<file path="src/rtl/pipeline_output_arbiter_pkg.sv">
`default_nettype none
// +----------------------------------------------------------------------------+
// | Package     : pipe_arb_pkg                                                 |
// | Description : Shared lane identifiers, arbiter state encoding and          |
// |               FIFO-depth-derived width helper for pipeline_output_arbiter. |
// | Revision    : 1.0 - initial release                                        |
// +----------------------------------------------------------------------------+
package pipe_arb_pkg;

   // Lane identifiers as driven on out_lane.
   localparam logic LANE_1 = 1'b0;
   localparam logic LANE_2 = 1'b1;

   // Arbiter state doubles as the current grant.
   typedef enum logic [1:0] {
      ST_IDLE    = 2'd0,
      ST_SERVE_1 = 2'd1,
      ST_SERVE_2 = 2'd2
   } arb_state_t;

   // Pointer width for a FIFO of the given (power-of-two) depth.
   // Occupancy counters are one bit wider so that "full" is representable.
   function automatic int ptr_width(input int depth);
      return $clog2(depth);
   endfunction

endpackage
`default_nettype wire

</file>
<file path="src/rtl/pipeline_output_arbiter_if.sv">
`default_nettype none
// +----------------------------------------------------------------------------+
// | Interface   : pipeline_output_arbiter_if                                   |
// | Description : Bundles the two producer lanes, the shared sink port and the |
// |               status outputs of pipeline_output_arbiter.                   |
// | Revision    : 1.0 - initial release                                        |
// +----------------------------------------------------------------------------+
// | Signals                                                                    |
// |   in_valid_x / in_data_x / in_flush_x : lane x beat, data, flush marker    |
// |   out_ready                           : sink accepts the presented beat    |
// |   out_valid / out_data / out_lane / out_flush : presented beat             |
// |   stall_1 / stall_2                   : backpressure to each producer      |
// |   overflow_err                        : sticky dropped-beat flag           |
// | Modports                                                                   |
// |   slave  : the arbiter itself                                              |
// |   master : the environment (producers + sink)                              |
// +----------------------------------------------------------------------------+
interface pipeline_output_arbiter_if #(
   parameter int DATA_W = 32
) ();

   logic              in_valid_1;
   logic [DATA_W-1:0] in_data_1;
   logic              in_flush_1;
   logic              in_valid_2;
   logic [DATA_W-1:0] in_data_2;
   logic              in_flush_2;
   logic              out_ready;
   logic              out_valid;
   logic [DATA_W-1:0] out_data;
   logic              out_lane;
   logic              out_flush;
   logic              stall_1;
   logic              stall_2;
   logic              overflow_err;

   modport slave (
      input  in_valid_1, in_data_1, in_flush_1,
      input  in_valid_2, in_data_2, in_flush_2,
      input  out_ready,
      output out_valid, out_data, out_lane, out_flush,
      output stall_1, stall_2, overflow_err
   );

   modport master (
      output in_valid_1, in_data_1, in_flush_1,
      output in_valid_2, in_data_2, in_flush_2,
      output out_ready,
      input  out_valid, out_data, out_lane, out_flush,
      input  stall_1, stall_2, overflow_err
   );

endinterface
`default_nettype wire

</file>
<file path="src/rtl/pipeline_output_arbiter_lane_fifo.sv">
`default_nettype none
// +----------------------------------------------------------------------------+
// | Module      : lane_fifo                                                    |
// | Description : Single-clock circular FIFO holding one lane's beats.         |
// |               Head entry is read combinationally from the storage array.   |
// | Revision    : 1.0 - initial release                                        |
// +----------------------------------------------------------------------------+
// | Ports                                                                      |
// |   clk, reset : clock, synchronous active-high reset                        |
// |   i_push     : write i_wdata (caller guarantees not full)                  |
// |   i_pop      : discard head entry (caller guarantees not empty)            |
// |   o_rdata    : head entry                                                  |
// |   o_count    : occupancy, 0..DEPTH                                         |
// |   o_full     : o_count == DEPTH                                            |
// |   o_empty    : o_count == 0                                                |
// +----------------------------------------------------------------------------+
module lane_fifo
   import pipe_arb_pkg::*;
#(
   parameter int WIDTH = 33,
   parameter int DEPTH = 4
) (
   input  wire                                 clk,
   input  wire                                 reset,
   input  wire                                 i_push,
   input  wire  [WIDTH-1:0]                    i_wdata,
   input  wire                                 i_pop,
   output logic [WIDTH-1:0]                    o_rdata,
   output logic [ptr_width(DEPTH):0]           o_count,
   output logic                                o_full,
   output logic                                o_empty
);

   localparam int c_ptr_w = ptr_width(DEPTH);
   localparam int c_cnt_w = c_ptr_w + 1;
   localparam logic [c_cnt_w-1:0] c_full_lvl = c_cnt_w'(DEPTH);

   logic [WIDTH-1:0]   r_mem [DEPTH];
   logic [c_ptr_w-1:0] r_wr_ptr;
   logic [c_ptr_w-1:0] r_rd_ptr;
   logic [c_cnt_w-1:0] r_count;

   // Storage needs no reset: occupancy tracking decides what is valid.
   always_ff @(posedge clk) begin
      if (i_push) begin
         r_mem[r_wr_ptr] <= i_wdata;
      end
   end

   // Pointers wrap naturally because DEPTH is a power of two.
   always_ff @(posedge clk) begin
      if (reset) begin
         r_wr_ptr <= '0;
         r_rd_ptr <= '0;
         r_count  <= '0;
      end else begin
         if (i_push) begin
            r_wr_ptr <= r_wr_ptr + c_ptr_w'(1);
         end
         if (i_pop) begin
            r_rd_ptr <= r_rd_ptr + c_ptr_w'(1);
         end
         case ({i_push, i_pop})
            2'b10:   r_count <= r_count + c_cnt_w'(1);
            2'b01:   r_count <= r_count - c_cnt_w'(1);
            default: r_count <= r_count;
         endcase
      end
   end

   assign o_rdata = r_mem[r_rd_ptr];
   assign o_count = r_count;
   assign o_full  = (r_count == c_full_lvl);
   assign o_empty = (r_count == '0);

endmodule
`default_nettype wire

</file>
<file path="src/rtl/pipeline_output_arbiter.sv">
`default_nettype none
// +----------------------------------------------------------------------------+
// | Module      : pipeline_output_arbiter                                      |
// | Description : Merges two stallable pipeline result lanes onto one sink.    |
// |               Each lane is buffered in a lane_fifo; the sink is granted    |
// |               round-robin and stall_x keeps producers from overflowing.    |
// | Revision    : 1.0 - initial release                                        |
// +----------------------------------------------------------------------------+
// | Ports                                                                      |
// |   clk   : rising-edge clock                                                |
// |   reset : synchronous active-high reset                                    |
// |   bus   : pipeline_output_arbiter_if.slave (lanes, sink, status)           |
// +----------------------------------------------------------------------------+
module pipeline_output_arbiter
   import pipe_arb_pkg::*;
#(
   parameter int DATA_W = 32,
   parameter int DEPTH  = 4
) (
   input  wire                      clk,
   input  wire                      reset,
   pipeline_output_arbiter_if.slave bus
);

   localparam int c_cnt_w = ptr_width(DEPTH) + 1;
   localparam int c_ent_w = DATA_W + 1;
   localparam logic [c_cnt_w-1:0] c_stall_lvl = c_cnt_w'(DEPTH - 1);
   localparam logic [c_cnt_w-1:0] c_one       = c_cnt_w'(1);

   arb_state_t         r_state;
   arb_state_t         w_state_nxt;
   logic               r_last_grant;
   logic               r_out_valid;
   logic               r_out_lane;
   logic               r_overflow;

   logic [c_ent_w-1:0] w_head_1;
   logic [c_ent_w-1:0] w_head_2;
   logic [c_ent_w-1:0] w_head_sel;
   logic [c_cnt_w-1:0] w_count_1;
   logic [c_cnt_w-1:0] w_count_2;
   logic               w_full_1;
   logic               w_full_2;
   logic               w_empty_1;
   logic               w_empty_2;
   logic               w_push_1;
   logic               w_push_2;
   logic               w_pop_1;
   logic               w_pop_2;
   logic               w_ne_1;
   logic               w_ne_2;

   // A beat arriving at a full FIFO is dropped rather than written.
   assign w_push_1 = bus.in_valid_1 & ~w_full_1;
   assign w_push_2 = bus.in_valid_2 & ~w_full_2;
   assign w_pop_1  = (r_state == ST_SERVE_1) & bus.out_ready;
   assign w_pop_2  = (r_state == ST_SERVE_2) & bus.out_ready;

   // Occupancy after this edge. Granting on it lets a beat pushed at edge t
   // be presented right after that edge while still reading it from storage.
   assign w_ne_1 = w_push_1 | (~w_empty_1 & ~(w_pop_1 & (w_count_1 == c_one)));
   assign w_ne_2 = w_push_2 | (~w_empty_2 & ~(w_pop_2 & (w_count_2 == c_one)));

   lane_fifo #(
      .WIDTH (c_ent_w),
      .DEPTH (DEPTH)
   ) u_fifo_1 (
      .clk     (clk),
      .reset   (reset),
      .i_push  (w_push_1),
      .i_wdata ({bus.in_flush_1, bus.in_data_1}),
      .i_pop   (w_pop_1),
      .o_rdata (w_head_1),
      .o_count (w_count_1),
      .o_full  (w_full_1),
      .o_empty (w_empty_1)
   );

   lane_fifo #(
      .WIDTH (c_ent_w),
      .DEPTH (DEPTH)
   ) u_fifo_2 (
      .clk     (clk),
      .reset   (reset),
      .i_push  (w_push_2),
      .i_wdata ({bus.in_flush_2, bus.in_data_2}),
      .i_pop   (w_pop_2),
      .o_rdata (w_head_2),
      .o_count (w_count_2),
      .o_full  (w_full_2),
      .o_empty (w_empty_2)
   );

   // Grant selection. After an accept the other lane is preferred, which
   // yields strict alternation while both lanes are backlogged.
   always_comb begin
      w_state_nxt = r_state;
      case (r_state)
         ST_IDLE: begin
            if (w_ne_1 && w_ne_2) begin
               w_state_nxt = (r_last_grant == LANE_2) ? ST_SERVE_1 : ST_SERVE_2;
            end else if (w_ne_1) begin
               w_state_nxt = ST_SERVE_1;
            end else if (w_ne_2) begin
               w_state_nxt = ST_SERVE_2;
            end else begin
               w_state_nxt = ST_IDLE;
            end
         end
         ST_SERVE_1: begin
            if (bus.out_ready) begin
               if (w_ne_2)      w_state_nxt = ST_SERVE_2;
               else if (w_ne_1) w_state_nxt = ST_SERVE_1;
               else             w_state_nxt = ST_IDLE;
            end
         end
         ST_SERVE_2: begin
            if (bus.out_ready) begin
               if (w_ne_1)      w_state_nxt = ST_SERVE_1;
               else if (w_ne_2) w_state_nxt = ST_SERVE_2;
               else             w_state_nxt = ST_IDLE;
            end
         end
         default: w_state_nxt = ST_IDLE;
      endcase
   end

   always_ff @(posedge clk) begin
      if (reset) begin
         r_state      <= ST_IDLE;
         r_last_grant <= LANE_2;
         r_out_valid  <= 1'b0;
         r_out_lane   <= LANE_1;
         r_overflow   <= 1'b0;
      end else begin
         r_state     <= w_state_nxt;
         r_out_valid <= (w_state_nxt != ST_IDLE);
         r_out_lane  <= (w_state_nxt == ST_SERVE_2) ? LANE_2 : LANE_1;
         if (w_pop_1) begin
            r_last_grant <= LANE_1;
         end else if (w_pop_2) begin
            r_last_grant <= LANE_2;
         end
         r_overflow <= r_overflow | (bus.in_valid_1 & w_full_1)
                                  | (bus.in_valid_2 & w_full_2);
      end
   end

   // Head of the granted FIFO; zero while idle. The head only changes on a
   // pop, so the presented beat is stable while the sink stalls.
   always_comb begin
      w_head_sel = '0;
      if (r_state == ST_SERVE_1) begin
         w_head_sel = w_head_1;
      end else if (r_state == ST_SERVE_2) begin
         w_head_sel = w_head_2;
      end
   end

   assign bus.out_valid    = r_out_valid;
   assign bus.out_lane     = r_out_lane;
   assign bus.out_data     = w_head_sel[DATA_W-1:0];
   assign bus.out_flush    = w_head_sel[DATA_W];
   // One slot of headroom covers the beat already in flight from the producer.
   assign bus.stall_1      = (w_count_1 >= c_stall_lvl);
   assign bus.stall_2      = (w_count_2 >= c_stall_lvl);
   assign bus.overflow_err = r_overflow;

endmodule
`default_nettype wire
</file>
<file path="src/flat_wrapper.sv">
// flat-port wrapper written by rule: the top's interface ports become plain ports
module pipeline_output_arbiter_flat import pipe_arb_pkg::*;
#(
   parameter int DATA_W = 32,
   parameter int DEPTH  = 4
)
  (clk, reset, bus_in_valid_1, bus_in_data_1, bus_in_flush_1, bus_in_valid_2, bus_in_data_2, bus_in_flush_2, bus_out_ready, bus_out_valid, bus_out_data, bus_out_lane, bus_out_flush, bus_stall_1, bus_stall_2, bus_overflow_err);
  pipeline_output_arbiter_if #(.DATA_W(DATA_W)) bus_i ();
  input  wire clk;
  input  wire reset;
  input wire logic [$bits(bus_i.in_valid_1)-1:0] bus_in_valid_1;
  input wire logic [$bits(bus_i.in_data_1)-1:0] bus_in_data_1;
  input wire logic [$bits(bus_i.in_flush_1)-1:0] bus_in_flush_1;
  input wire logic [$bits(bus_i.in_valid_2)-1:0] bus_in_valid_2;
  input wire logic [$bits(bus_i.in_data_2)-1:0] bus_in_data_2;
  input wire logic [$bits(bus_i.in_flush_2)-1:0] bus_in_flush_2;
  input wire logic [$bits(bus_i.out_ready)-1:0] bus_out_ready;
  output wire logic [$bits(bus_i.out_valid)-1:0] bus_out_valid;
  output wire logic [$bits(bus_i.out_data)-1:0] bus_out_data;
  output wire logic [$bits(bus_i.out_lane)-1:0] bus_out_lane;
  output wire logic [$bits(bus_i.out_flush)-1:0] bus_out_flush;
  output wire logic [$bits(bus_i.stall_1)-1:0] bus_stall_1;
  output wire logic [$bits(bus_i.stall_2)-1:0] bus_stall_2;
  output wire logic [$bits(bus_i.overflow_err)-1:0] bus_overflow_err;
  assign bus_i.in_valid_1 = bus_in_valid_1;
  assign bus_i.in_data_1 = bus_in_data_1;
  assign bus_i.in_flush_1 = bus_in_flush_1;
  assign bus_i.in_valid_2 = bus_in_valid_2;
  assign bus_i.in_data_2 = bus_in_data_2;
  assign bus_i.in_flush_2 = bus_in_flush_2;
  assign bus_i.out_ready = bus_out_ready;
  assign bus_out_valid = bus_i.out_valid;
  assign bus_out_data = bus_i.out_data;
  assign bus_out_lane = bus_i.out_lane;
  assign bus_out_flush = bus_i.out_flush;
  assign bus_stall_1 = bus_i.stall_1;
  assign bus_stall_2 = bus_i.stall_2;
  assign bus_overflow_err = bus_i.overflow_err;
  pipeline_output_arbiter #(.DATA_W(DATA_W), .DEPTH(DEPTH)) u_core (.clk(clk), .reset(reset), .bus(bus_i));
endmodule
</file>
<file path="config.mk">
export PLATFORM = sky130hd
export DESIGN_NAME = pipeline_output_arbiter_flat
export DESIGN_NICKNAME = d
export VERILOG_FILES = /design/src/rtl/pipeline_output_arbiter_pkg.sv /design/src/rtl/pipeline_output_arbiter_if.sv /design/src/rtl/pipeline_output_arbiter_lane_fifo.sv /design/src/rtl/pipeline_output_arbiter.sv /design/src/flat_wrapper.sv
export SDC_FILE = /design/constraint.sdc
export NUM_CORES = 1
export LEC_CHECK = 0
export CAP_MARGIN = 20
export CORE_MARGIN = 2
export CORE_UTILIZATION = 30
export DETAILED_ROUTE_END_ITERATION = 10
export DONT_BUFFER_PORTS = 1
export GPL_TIMING_DRIVEN = 0
export PLACE_DENSITY = 0.47
export SKIP_CTS_REPAIR_TIMING = 1
export SYNTH_ARGS = -nofsm -noshare
export SYNTH_HDL_FRONTEND = slang
export SYNTH_SLANG_ARGS = --single-unit
</file>
<file path="constraint.sdc">
create_clock -name clk -period 4.2 [get_ports clk]
set_input_delay 0.84 -clock clk [delete_from_list [all_inputs] [get_ports clk]]
set_output_delay 0.84 -clock clk [all_outputs]
set_load 0.01 [all_outputs]
</file>
### Yosys cells after proc, flatten, opt, wreduce, memory -nomap -nowiden

Memories as Yosys holds them, arrays and structs flattened. A register that Yosys moved wholly into a read port is not among the register bits.
Index checks and enable logic that the tools add are counted.

* RAM bits: 264
* input port bits: 71
* word-level logic and storage cells: 86
* memories: 2
* output and inout bits: 38
* flip-flop bits (word level): 20

Memory list
* u_core.u_fifo_1.r_mem: words 4, width 33, read ports 1, clocked after Yosys merged registers in 1, write ports 1, line pipeline_output_arbiter_lane_fifo.sv:38 `logic [WIDTH-1:0] r_mem [DEPTH];`
* u_core.u_fifo_2.r_mem: words 4, width 33, read ports 1, clocked after Yosys merged registers in 1, write ports 1, line pipeline_output_arbiter_lane_fifo.sv:38

* magnitude comparators: 2
* $add $sub $neg: 8
* eq/ne operators: 11
* mux-type cells: 24
* reduce and logical (&&, ||, !) cells: 8
* bitwise gates (word level): 20

Operators with widths (count)
* 33-bit 2-to-1 mux: 2
* 2-bit 2-to-1 mux: 11
* 3-bit case mux with 2 select lines: 2
* 1-bit bitwise AND: 10
* 2-bit by 1-bit adder with 2-bit output, second input constant: 4
* 2-bit equality test, second input constant: 4
* 1-bit 2-to-1 mux: 8
* 2-bit nonzero test: 4
* 3-bit by 1-bit adder with 3-bit output, second input constant: 2
* 2-bit by 1-bit equality test with 1-bit output, second input constant: 3
* 3-bit by 1-bit equality test with 1-bit output, second input constant: 2
* 3-bit equality test, second input constant: 2
* 3-bit by 2-bit greater-or-equal comparator with 1-bit output, second input constant: 2
* 3-bit logical NOT: 2
* 1-bit inverter: 6
* 2-bit case mux with 3 select lines: 1
* 3-bit by 1-bit subtractor with 3-bit output, second input constant: 2
* 1-bit bitwise OR: 4
* 2-bit logical NOT: 1
* 1-bit logical AND: 1

### Longest topological paths before layout

* depth in word-level cells: 12
* mapped depth: 9

### By module

Synthesis repeated with hierarchy kept, for this count alone.

* cells, all modules: 523
* area total of the unflattened synthesis: 11177.0 µm²

Modules (own cells, without submodules)
* lane_fifo: cells an instance 220, instances 2, area an instance 5242.5 µm²
* pipeline_output_arbiter: cells an instance 83, instances 1, area an instance 691.9 µm²

### Worst setup path after synthesis

Ideal clock, no wire load.

* path kind: input to register
* from: input port bus_in_valid_1
* to: memory u_core.u_fifo_1.r_mem[0][0], enable pin
* data required time: 3807 ps
* arrival time: 2088 ps
* slack: 1719 ps
* library setup time: 393 ps
* cell stages on the path: 2
* path through: a21boi_1 -> and2_1

* cells in the longest elaborated chain, start to end: 3

RTL lines
* start: declaration: line flat_wrapper.sv:11 `input wire logic [$bits(bus_i.in_valid_1)-1:0] bus_in_valid_1;`
* 1-bit bitwise AND: line pipeline_output_arbiter.sv:54 `assign w_push_1 = bus.in_valid_1 & ~w_full_1;`
* 1-bit 2-to-1 mux: line pipeline_output_arbiter_lane_fifo.sv:45 `if (i_push) begin`
* 1-bit 2-to-1 mux (not written as such): line pipeline_output_arbiter_lane_fifo.sv:46 `r_mem[r_wr_ptr] <= i_wdata;`
* end: declaration: line pipeline_output_arbiter_lane_fifo.sv:38

No other way between the ends.

### Worst setup path in the final report

* from: register u_core.r_state[0]
* to: output port bus_out_data[31]

* cells in the longest elaborated chain, start to end: 3
* elaborated cells on any way between the ends: 4

RTL lines
* start: declaration: line pipeline_output_arbiter.sv:30 `arb_state_t r_state;`
* start signal: assignment: line pipeline_output_arbiter.sv:136 `r_state <= w_state_nxt;`
* 2-bit equality test: line pipeline_output_arbiter.sv:155 `end else if (r_state == ST_SERVE_2) begin`
* 33-bit 2-to-1 mux: line pipeline_output_arbiter.sv:155
* 33-bit 2-to-1 mux *: line pipeline_output_arbiter.sv:153 `if (r_state == ST_SERVE_1) begin`
* end: declaration: line flat_wrapper.sv:19 `output wire logic [$bits(bus_i.out_data)-1:0] bus_out_data;`

Every way passes the cells marked *; elsewhere a longest branch is shown, timed or not.

==> flow_metrics.py <==
metrics = {
    "floorplan": {
        "start_util_pct": 30.47,
        "dieWidth_um": 196.8,
        "num_io_pins": 109,
        "die_y_um": 196.8,
        "rows": 70,
        "die-area_mm2": 0.03874,
        "core_mm2": 0.03661,
    },
    "synthesis": {
        "ys_ff_latch": 288,
        "synth.cell_area_mm2": 0.01115,
        "ys_warn_count": 0,
        "postSynthCellCount": 537,
        "synth.net_count": 628,
        "synth.distinct_cells": 37,
        "avgSynthCellArea_um2": 20.77,
        "synthFlopType": "edfxtp_1",
        "synth_edf_count": 264,
        "yosysTopAreaCell": "edfxtp_1",
        "synthArstFlopShare_pct": 0,
        "synth_top_area_share_pct": 71.07,
        "yosysSeqAreaShare_pct": 75.38,
        "synth_area_leaders": "edfxtp_1 71%, mux4_2 13%, dfxtp_1 4.3%",
    },
    "timing": {
        "fin_skew_ns": 0.01274,
        "period_minus_slack_ns": 3.460,
        "finalHoldViolations": 0,
        "period_share_pct": 82.38,
        "fmax_ghz": 0.2890,
        "finalMaxSlewViolations": 0,
        "relSlewSlack_pct": 39.22,
        "rsz0062_at_grt": "no",
        "setup-violations-final": 0,
        "worstMarginPinSlew_ns": 0.9117,
        "tns_ns": 0,
    },
    "clocking": {
        "insertion_delay_ns": 0.53,
        "clock_path_buffers": 3,
        "clkSlewWorstSetupHoldPaths_ns": 0.06,
        "clock_sinks": 288,
        "cts_max_level": 2,
        "clock_tree.root_cell": "clkbuf_16",
        "numCtsBuffers": 34,
        "cts_tree": "done",
    },
    "global_routing": {
        "grt_pass1_vias": 5837,
        "grt_remaining_overflow": 0,
        "grt.total_usage_pct": 13.81,
        "antenna_found_initial": 0,
        "grt_max_degree": 21,
        "grt_pass1_wl_mm": 37.69,
    },
    "final_layout": {
        "multi_input_area_mm2": 0.002574,
        "register_area_mm2": 0.008408,
        "antennaDiodeCount": 0,
        "final_cells": 1075,
        "layout-drive-gt1-share_pct": 22.90,
        "fill_cells": 3389,
        "final_area_mm2": 0.01300,
        "fin_nets": 672,
        "syn_to_final_growth_pct": 16.52,
    },
    "routing": {
        "drtIter0Drc": 248,
        "vias_per_cell": 4.843,
        "wl_mm": 26.04,
        "drtAntennaViolNets": 0,
        "wl_per_cell_um": 24.23,
        "first_pass_iters": 4,
        "route.vias.total": 5206,
        "drc": 0,
    },
    "place": {
        "portBuffers": 0,
        "placed_cell_area_mm2": 0.01192,
        "place_inst": 1013,
        "gp_congestion": 0.7152,
        "dp_hpwl_mm": 17.26,
    },
    "worst_setup_path": {
        "startpoint_type": "flop",
        "path_class": "flop to output pin",
        "cp.arrival_ns": 2.62,
        "cp_max_fo": 10,
        "worst_setup_path_end_kind": "output pin",
        "reg2reg_depth": 5,
        "worst-endpoint-required_ns": 3.36,
    },
    "power_and_ir_drop": {
        "p_leak_nw": 4.146,
        "fin_total_pwr_w": 0.007601,
        "irDropWorstVdd_mv": 0.2947,
        "cellPowerDensity_mw_per_mm2": 584.8,
    },
    "min_path": {
        "hold_depth": 0,
        "hold_class": "input pin to flop",
    },
    "outcome": {
        "run_status": "complete, no violations",
    },
    "flow_run": {
        "drv_cap": 0,
    },
}
-- final cells by class --
cell class | instances | share of cell area, %
sequential | 288 | 64.69
clock buffer | 48 | 7.441
multi-input combinational | 205 | 19.80
buffer | 29 | 0.9723
inverter | 15 | 0.4332
clock inverter | 14 | 0.8664
tap | 468 | 4.505
timing repair buffer | 8 | 1.290
-- flip-flops by register name, summed over array words and instances (netlist names), 2 cells and up, named ones only --
signal and count:
u_core.u_fifo_2.r_mem 132, u_core.u_fifo_2.r_rd_ptr 2, u_core.u_fifo_2.o_count 3, u_core.r_state 2, u_core.u_fifo_2.r_wr_ptr 2, u_core.u_fifo_1.o_count 3, u_core.u_fifo_1.r_rd_ptr 2, u_core.u_fifo_1.r_mem 132
u_core.u_fifo_1.r_wr_ptr 2
-- cells in the mapped netlist (3+ instances only) --
cell type / n
mux4_2: 66
inv_1: 15
nand2_1: 4
clkbuf_1: 18
a21oi_1: 7
and2_1: 8
nor2b_1: 4
nor2_1: 21
o21ai_0: 4
xor2_1: 7
nand2b_1: 3
edfxtp_1: 264
a22o_1: 33
ha_1: 20
xnor2_1: 3
dfxtp_1: 24
a211oi_1: 3
buf_2: 8
-- kinds of logic (layout without fill, tap and decap cells) --
kind of cell,count (synthesis),after routing,synth area share (%)
buffers and inverters,44,114,1.638
AOI/OAI and AO/OA,60,60,4.274
muxes,66,66,13.33
DFF,288,288,75.38
xor gates and xnor gates,10,10,0.7852
and+or+nand+nor,49,49,2.356
adders and majority gates,20,20,2.243
-- cell usage in the layout, fill, tap and decap left out, types with 2 or more instances in the layout --
cell type,count
buf_2,8
dfxtp_1,24
xor2_1,7
buf_12,7
o22ai_1,2
bufinv_16,2
ha_1,20
nand2b_1,3
a31oi_1,2
nor2b_1,4
clkbuf_1,29
nor2_1,21
xnor2_1,3
clkinv_2,3
nand2_1,4
a21oi_1,7
clkinv_1,8
o21ai_0,4
inv_1,15
a22o_1,33
edfxtp_1,264
and2_2,8
nand3_1,2
o21ai_1,2
a211oi_1,3
a21boi_1,2
buf_1,2
clkbuf_16,37
mux4_2,66
-- per-stage QoR --
stage / worst slack (ns) / hold slack, ns / utilization, %
floorplan: 1.719 / 0.4608 / -
global placement: 0.7246 / 0.4730 / 32.07
detailed placement: 1.201 / 0.4848 / 32.55
CTS: 0.6260 / 0.3644 / 35.50
global route: 0.5250 / 0.3626 / 35.50
finish: 0.7399 / 0.4019 / 35.50
-- final timing paths --
check,endpoint,startpoint,slack [ns]
worst min register to register,u_core.r_last_grant,u_core.r_last_grant,0.49
worst max register to register,u_core.u_fifo_1.r_mem[2][8],u_core.u_fifo_1.o_count[0],1.72
worst min-delay path,u_core.u_fifo_1.r_mem[2][16],bus_in_data_1[16],0.40
worst max-delay path,bus_out_data[31],u_core.r_state[0],0.74
-- worst max-delay path, stage by stage, from the launching register on --
cell      delay (ns)
dfxtp_1         0.46
and2b_1         0.16
clkbuf_1        0.46
clkbuf_1        0.65
a22o_1          0.36
-- report_power, final --
| group | switching, W | internal [W] | total [W] |
|---|---|---|---|
| registers | 0.0000850 | 0.00338 | 0.00346 |
| clock network | 0.00111 | 0.00173 | 0.00284 |
| logic | 0.000777 | 0.000525 | 0.00130 |
-- metal layers --
| metal | track usage [%] | up-vias | share of wire (%) |
|---|---|---|---|
| li1 | - | 2289 | - |
| met1 | 15.29 | 2759 | 38 |
| met2 | 24.30 | 124 | 52 |
| met3 | 5.527 | 34 | 7.7 |
| met4 | 4.344 | 0 | 2.1 |
| met5 | 0 | - | 0 |
No activity file was read; power rests on OpenSTA's default activity.
